## src/rtl/dmux_pkg.sv

```systemverilog
// Shared constants and helpers for the two-channel round-robin dispatcher.
package dmux_pkg;

    localparam int unsigned DEF_WIDTH = 8;
    localparam int unsigned DEF_CNT_W = 16;

    localparam logic CH0 = 1'b0;
    localparam logic CH1 = 1'b1;

    // Preferred channel if its holding register is empty, otherwise the other one.
    function automatic logic pick_target(input logic ptr, input logic full0, input logic full1);
        logic pref_full;
        pref_full = (ptr == CH0) ? full0 : full1;
        return pref_full ? ~ptr : ptr;
    endfunction

endpackage : dmux_pkg

```

## src/rtl/dmux_hold_reg.sv

```systemverilog
// One-entry output holding register with load/drain control and a full flag.
// Data stays stable while full; a load only ever arrives when the entry is empty.
module dmux_hold_reg
    import dmux_pkg::*;
#(
    parameter int unsigned WIDTH = DEF_WIDTH
) (
    input  logic             clk,
    input  logic             rst_n,
    input  logic             i_load,
    input  logic             i_drain,
    input  logic [WIDTH-1:0] i_data,
    output logic             o_full,
    output logic [WIDTH-1:0] o_data
);

    logic             r_full;
    logic [WIDTH-1:0] r_data;

    // Capture on load, release on drain; reset discards any held beat.
    always_ff @(posedge clk) begin
        if (!rst_n) begin
            r_full <= 1'b0;
            r_data <= '0;
        end else if (i_load) begin
            r_full <= 1'b1;
            r_data <= i_data;
        end else if (i_drain) begin
            r_full <= 1'b0;
        end
    end

    assign o_full = r_full;
    assign o_data = r_data;

endmodule : dmux_hold_reg

```

## src/rtl/dmux_dispatch_ctrl.sv

```systemverilog
// Round-robin 1x2 demux dispatcher: steers each accepted input beat to one of two
// registered output channels, alternating, with fallback to the free channel.
// Optional per-channel delivered-beat counters are enabled by DMUX_BEAT_CNT_EN.
module dmux_dispatch_ctrl
    import dmux_pkg::*;
#(
    parameter int unsigned WIDTH = DEF_WIDTH
`ifdef DMUX_BEAT_CNT_EN
    , parameter int unsigned CNT_W = DEF_CNT_W
`endif
) (
    input  logic             clk,
    input  logic             rst_n,
    input  logic             in_valid,
    input  logic [WIDTH-1:0] in_data,
    output logic             in_ready,
    output logic             y0_valid,
    output logic [WIDTH-1:0] y0_data,
    input  logic             y0_ready,
    output logic             y1_valid,
    output logic [WIDTH-1:0] y1_data,
    input  logic             y1_ready,
    output logic             sel
`ifdef DMUX_BEAT_CNT_EN
    , output logic [CNT_W-1:0] cnt0
    , output logic [CNT_W-1:0] cnt1
`endif
);

    logic r_ptr;
    logic r_sel;

    logic w_full0;
    logic w_full1;
    logic w_accept;
    logic w_tgt;
    logic w_load0;
    logic w_load1;
    logic w_drain0;
    logic w_drain1;

    // Ready depends only on registered full flags, never on downstream ready.
    assign in_ready = ~w_full0 | ~w_full1;
    assign w_accept = in_valid & in_ready;
    assign w_tgt    = pick_target(r_ptr, w_full0, w_full1);
    assign w_load0  = w_accept & (w_tgt == CH0);
    assign w_load1  = w_accept & (w_tgt == CH1);
    assign w_drain0 = w_full0 & y0_ready;
    assign w_drain1 = w_full1 & y1_ready;

    dmux_hold_reg #(.WIDTH(WIDTH)) u_hold0 (
        .clk     (clk),
        .rst_n   (rst_n),
        .i_load  (w_load0),
        .i_drain (w_drain0),
        .i_data  (in_data),
        .o_full  (w_full0),
        .o_data  (y0_data)
    );

    dmux_hold_reg #(.WIDTH(WIDTH)) u_hold1 (
        .clk     (clk),
        .rst_n   (rst_n),
        .i_load  (w_load1),
        .i_drain (w_drain1),
        .i_data  (in_data),
        .o_full  (w_full1),
        .o_data  (y1_data)
    );

    // Pointer advances past the channel just loaded; select records that channel.
    always_ff @(posedge clk) begin
        if (!rst_n) begin
            r_ptr <= CH0;
            r_sel <= CH0;
        end else if (w_accept) begin
            r_ptr <= ~w_tgt;
            r_sel <= w_tgt;
        end
    end

    assign y0_valid = w_full0;
    assign y1_valid = w_full1;
    assign sel      = r_sel;

`ifdef DMUX_BEAT_CNT_EN
    logic [CNT_W-1:0] r_cnt0;
    logic [CNT_W-1:0] r_cnt1;

    // Count completed output handshakes per channel; wraps naturally.
    always_ff @(posedge clk) begin
        if (!rst_n) begin
            r_cnt0 <= '0;
            r_cnt1 <= '0;
        end else begin
            if (w_drain0) r_cnt0 <= r_cnt0 + CNT_W'(1);
            if (w_drain1) r_cnt1 <= r_cnt1 + CNT_W'(1);
        end
    end

    assign cnt0 = r_cnt0;
    assign cnt1 = r_cnt1;
`endif

endmodule : dmux_dispatch_ctrl

```

## config.mk

```make
export PLATFORM = sky130hd
export DESIGN_NAME = dmux_dispatch_ctrl
export DESIGN_NICKNAME = d
export VERILOG_FILES = /design/src/rtl/dmux_pkg.sv /design/src/rtl/dmux_hold_reg.sv /design/src/rtl/dmux_dispatch_ctrl.sv
export SDC_FILE = /design/constraint.sdc
export NUM_CORES = 1
export LEC_CHECK = 0
export CORE_UTILIZATION = 37
export DETAILED_ROUTE_END_ITERATION = 10
export HOLD_SLACK_MARGIN = 0.15
export PLACE_DENSITY_LB_ADDON = 0.3
export SYNTH_ARGS = -nofsm -noshare
export SYNTH_HDL_FRONTEND = slang
export SYNTH_SLANG_ARGS = --single-unit
export TNS_END_PERCENT = 5
```

## constraint.sdc

```tcl
create_clock -name clk -period 1 [get_ports clk]
set_input_delay 0.15 -clock clk [delete_from_list [all_inputs] [get_ports clk]]
set_output_delay 0.15 -clock clk [all_outputs]
set_load 0.02 [all_outputs]
```

# Word-level counts from Yosys, hierarchy flattened
# Cells that the tools add are included.
# Widths: inputs -> output; s select.
[word_totals] ff_bits=20 in_bits=13 output_inout_bits=20 elab_cells=24
[op_classes] muxes=6 bitwise_logic=10 reduce_logical=2
[ops] cell="$mux 1" n=6
[ops] cell="$and 1x1->1" n=5
[ops] cell="$not 1->1" n=4
[ops] cell="$reduce_bool 2->1" n=2
[ops] cell="$or 1x1->1" n=1

# Longest topological paths before layout
[logic_depth] depth_word=5 ltp_mapped=4 ltp_nobuf=3

# Modules after synthesis
# From an unflattened synthesis, not the netlist that was laid out.
[hier_totals] cells_unflattened=70 hier_area_um2=788.3
[modules_own_cells] mod="dmux_hold_reg" instances=2 cells_each=28 area_per_inst_um2=335.3 seq_area_each_um2=180.2
[modules_own_cells] mod="dmux_dispatch_ctrl" instances=1 cells_each=14 area_per_inst_um2=117.6 seq_area_each_um2=40.0

# Worst setup path after synthesis
# OpenSTA, ideal clock, no wires.
[synth_path] path_kind="reg-to-reg" start="register u_hold0.r_full (netlist: u_hold0.o_full)" end="register r_sel (netlist: sel)" setup_time_ns=0.116 t_arrival_ns=1.058 t_required_ns=0.884 path_slack_ns=-0.174 path_stages_with_launch=4 path_buffers=0 period_less_slack_ns=1.174 cell_sequence="dfxtp_1 -> nand2_1 -> a21oi_1 -> and3b_1"
[synth_between] elab_chain_cells=3 word_cells_on_any_way=5 cone_classes="mux (2); bitwise (3)"
[synth_rtl] item="from (decl)" line="dmux_hold_reg.sv:17" text="logic r_full;"
[synth_rtl] item="from (signal assigned)" line="dmux_hold_reg.sv:23" text="r_full <= 1'b0;"
[synth_rtl] item="from (signal assigned)" line="dmux_hold_reg.sv:26" text="r_full <= 1'b1;"
[synth_rtl] item="from (signal assigned)" line="dmux_hold_reg.sv:29" text="r_full <= 1'b0;"
[synth_rtl] item="$not 1->1" line="dmux_dispatch_ctrl.sv:43" text="assign in_ready = ~w_full0 | ~w_full1;"
[synth_rtl] item="$or 1x1->1" line="dmux_dispatch_ctrl.sv:43"
[synth_rtl] item="net in_ready" line="dmux_dispatch_ctrl.sv:16" text="output logic in_ready,"
[synth_rtl] item="$and 1x1->1" line="dmux_dispatch_ctrl.sv:44" text="assign w_accept = in_valid & in_ready;"
[synth_rtl] item="to (signal assigned)" line="dmux_dispatch_ctrl.sv:78" text="r_sel <= w_tgt;"
[synth_rtl] item="to (decl)" line="dmux_dispatch_ctrl.sv:31" text="logic r_sel;"
# The timed path passes the listed nets, and every way through them passes these cells.
# A chain may end at the register's enable or synchronous reset.

# Worst setup path in the final report
[layout_path] start="register u_hold0.r_full (netlist: u_hold0.o_full)" end="register u_hold0.r_data[6] (netlist: u_hold0.o_data[6])"
[layout_between] elab_chain_cells=4 word_cells_on_any_way=7 cone_classes="mux (2); bitwise (5)"
[layout_rtl] item="$not 1->1 or $mux 1 (tied branches)" line="dmux_dispatch_ctrl.sv:43, dmux_pkg.sv:13"
[layout_rtl] item="$or 1x1->1 or $mux 1 (tied branches)" line="dmux_dispatch_ctrl.sv:43, dmux_pkg.sv:14"
[layout_rtl] item="$and 1x1->1 or $not 1->1 (tied branches)" line="dmux_dispatch_ctrl.sv:44, dmux_dispatch_ctrl.sv:46"
[layout_rtl] item="$and 1x1->1 *" line="dmux_dispatch_ctrl.sv:46" text="assign w_load0 = w_accept & (w_tgt == CH0);"
[layout_rtl] item="to (signal assigned)" line="dmux_hold_reg.sv:27" text="r_data <= i_data;"
[layout_rtl] item="to (decl)" line="dmux_hold_reg.sv:18" text="logic [WIDTH-1:0] r_data;"
# Mark *: on every way between the ends. The rest lies on a longest branch, timed or not.

==> metrics <==
CP Capture Type flop; via count 678; WL/cell 11.5 um; crit path DAT 1.31 ns; Post-synth EDFFs 0; kind of critical path reg -> reg; CP max stage delay roughly 0.38 ns; diodes inserted 0; max_cap viols 0; drt first pass iters 4; synthesized area per cell 10.1 um2; total track usage 0.159; Die ar. approximately 2300 um2; Hold Fails Final Rpt 0; commonest cells in the netlist 25 x nand2_1, 20 x dfxtp_1, 16 x mux2i_1, 3 x buf_2; first-pass GRT wire length 2940 um; vias in the first global route 694; WL final 1670 um; violations in the final reports setup timing; H-Tree Depth 1; CORE AREA 1980 um2; PwrDens 1540 nW/um2; Post-synth ARST share 0; final max-slew violation count 0; row cnt 16; sequential cell area fraction in the yosys report 0.504; I/O pin count 33; Initial Utilization 0.401; NetSw 499 uW; root buf cell clkbuf_4; Synth Cell Area ~790 um2; initial antenna violation count 0; RSZ-0062 raised after global routing yes; VDD IR max 0.787 mV; Setup Skew 0.00486 ns; Leakage 0.000555 uW; port bufs 32; area grow syn2layout 54.2%; part of the power in registers 0.476; most common cell in the netlist nand2_1; Reg2Reg Setup Slack -0.11 ns; top cells by area, synth dfxtp_1 50%, mux2i_1 20%, nand2_1 12%; Critical Path Source Type flop; Syn Inst Count 79; ys flop type dfxtp_1; synth unique cells 16; largest net degree at the start of global routing 29; reg2reg end u_hold0.o_data[6]; power share of the clock group 0.291; Highest Clock Rate 898 MHz; Fill cells 184; Critical-path top delay cell dfxtp_4; Final Instance Area between 1000 and 1500 um2; Sink Count 20; critical path fanouts, max 6; routability cong. between 0.6 and 0.7; Net Sw Frac 0.264; WHS Endpoint u_hold1.o_data[0]; Nets ~130; total gr overflow 0; delay-heaviest family, CP flip-flops; Comb pwr share 0.233; CTS tree yes; die width between 40 and 50 um; final period utilization 1.11; final setup margin -0.114 ns; post-DR vias/cell 4.68; total number of yosys warnings 0; Hold Startpoint in_data[0]; 1st-iter DRT viols 9; WHS Path Cells 3; Critical Path RT between 1 and 1.5 ns; status finished with violations; die height 48.3 um; CP Buf/Inv Count 2; Clk Latency, worst-skew pair roughly 0.29 ns; area share of the largest cell type after synthesis 0.504; R2R depth 4; Slew HR 0.865; Int Pwr 1390 uW; Synth Net Count around 90; Num CTS Buffers 3; layout cell share with drive strength beyond 1 0.347; # setup viols final 21; DP Area 1180 um2; HP Class in -> reg; CP Cell Sequence buf_6 > nand3b_1 > buf_6 > mux2i_1; reg2reg start u_hold0.o_full; worst-margin pin slew 0.201 ns; Seq cells post-synth 20; DP HPWL 1170 um; top cell type by total area after synthesis dfxtp_1; Clock Tree Buf Depth 2; min Tclk post-route roughly 1.1 ns; Post-DRT Antenna Nets 0; DRC 0; Worst path most repeated cell buf_6; hold_ws 0.419 ns; Reg clk slew, reported paths between 0.1 and 0.15 ns
-- per-layer routing --
metal  GRT usage  up-vias  wire [um]
met3      0.0346        0        110
li1            -      338          -
met1       0.187      315        760
met5           0        -          0
met4      0.0588        0          0
met2       0.282       25        803
-- layout by cell type, fill, tap and decap left out --
cell	n
nand2_1	24
buf_4	19
mux2i_1	16
dfxtp_1	14
clkdlybuf4s50_1	12
buf_6	5
dfxtp_2	4
clkbuf_4	3
nor2_4	2
nand2b_1	2
a21oi_1	2
nor2b_1	2
dfxtp_4	2
nand2_2	1
nand2b_4	1
nor2_8	1
nand3b_1	1
nor3b_1	1
and3b_1	1
o21a_1	1
a21boi_1	1
clkbuf_16	1
buf_2	1
buf_12	1
-- stage by stage --
step	std cells	setup WS (ns)	util	power, uW	TNS [ns]
after global routing	145	-0.185	0.618	2000	-2.74
after CTS	144	-0.113	0.589	1880	-1.71
final	145	-0.114	0.618	1890	-1.62
after floorplan	79	0.00578	-	1140	0
after detailed placement	139	-0.355	0.595	1350	-7.28
after global placement	139	-0.300	0.595	1340	-6.70
-- cells by family after synthesis --
logic type	share of synthesized area
flip-flops	0.504
buffers and inverters	0.0331
AND/OR/NAND/NOR	0.230
multiplexers	0.202
AO/OA/AOI/OAI	0.0315
-- flip-flops by register name, summed over array words and instances, names as in the netlist --
signal and count:
u_hold1.o_data 8, u_hold0.o_full 1, u_hold1.o_full 1, r_ptr 1, sel 1, u_hold0.o_data 8
-- worst register-to-register path, delay by kind of cell, from the launching register on --
family        cells  cell delay (ns)
flops             1             0.38
buf+inv           2             0.31
simple gates      1             0.22
mux               1             0.11
-- power by group through the flow --
| stage | clock network, uW | registers, uW | logic (uW) |
|---|---|---|---|
| after floorplan | 0 | 978 | 163 |
| after global placement | 0 | 910 | 427 |
| after detailed placement | 0 | 910 | 436 |
| after CTS | 576 | 893 | 413 |
| after global routing | 618 | 907 | 471 |
| final | 550 | 898 | 440 |
-- layout make-up --
type / instances / area (um2) / area share
Clock buffer: 4 / 47.5 / 0.0388
Multi-Input combinational cell: 56 / 387 / 0.316
Sequential cell: 20 / 413 / 0.337
Tap cell: 27 / 33.8 / 0.0276
Timing Repair Buffer: 38 / 344 / 0.281
-- worst max-delay path by stage --
stage / from / endpoint / slack, ns / cells past startpoint
3_5_place_dp: in_valid / u_hold1.o_data[1] / -0.36 / 4
2_1_floorplan: u_hold1.o_full / sel / 0.006 / 4
6_report: u_hold0.o_full / u_hold0.o_data[6] / -0.11 / 4
5_1_grt: u_hold0.o_full / u_hold0.o_data[7] / -0.18 / 4
3_3_place_gp: in_valid / u_hold0.o_data[7] / -0.30 / 4
4_1_cts: u_hold0.o_full / u_hold0.o_data[4] / -0.11 / 4
-- what timing repair did --
action | in CTS | in global routing
setup endpoints to repair | 39 | 40
gates resized for setup | 88 | 22
hold buffers | 0 | 0
pin swaps | 3 | 0
gates cloned | 1 | 0
buffers inserted | 0 | 1
Note: power is estimated with default switching activity, not from simulation.
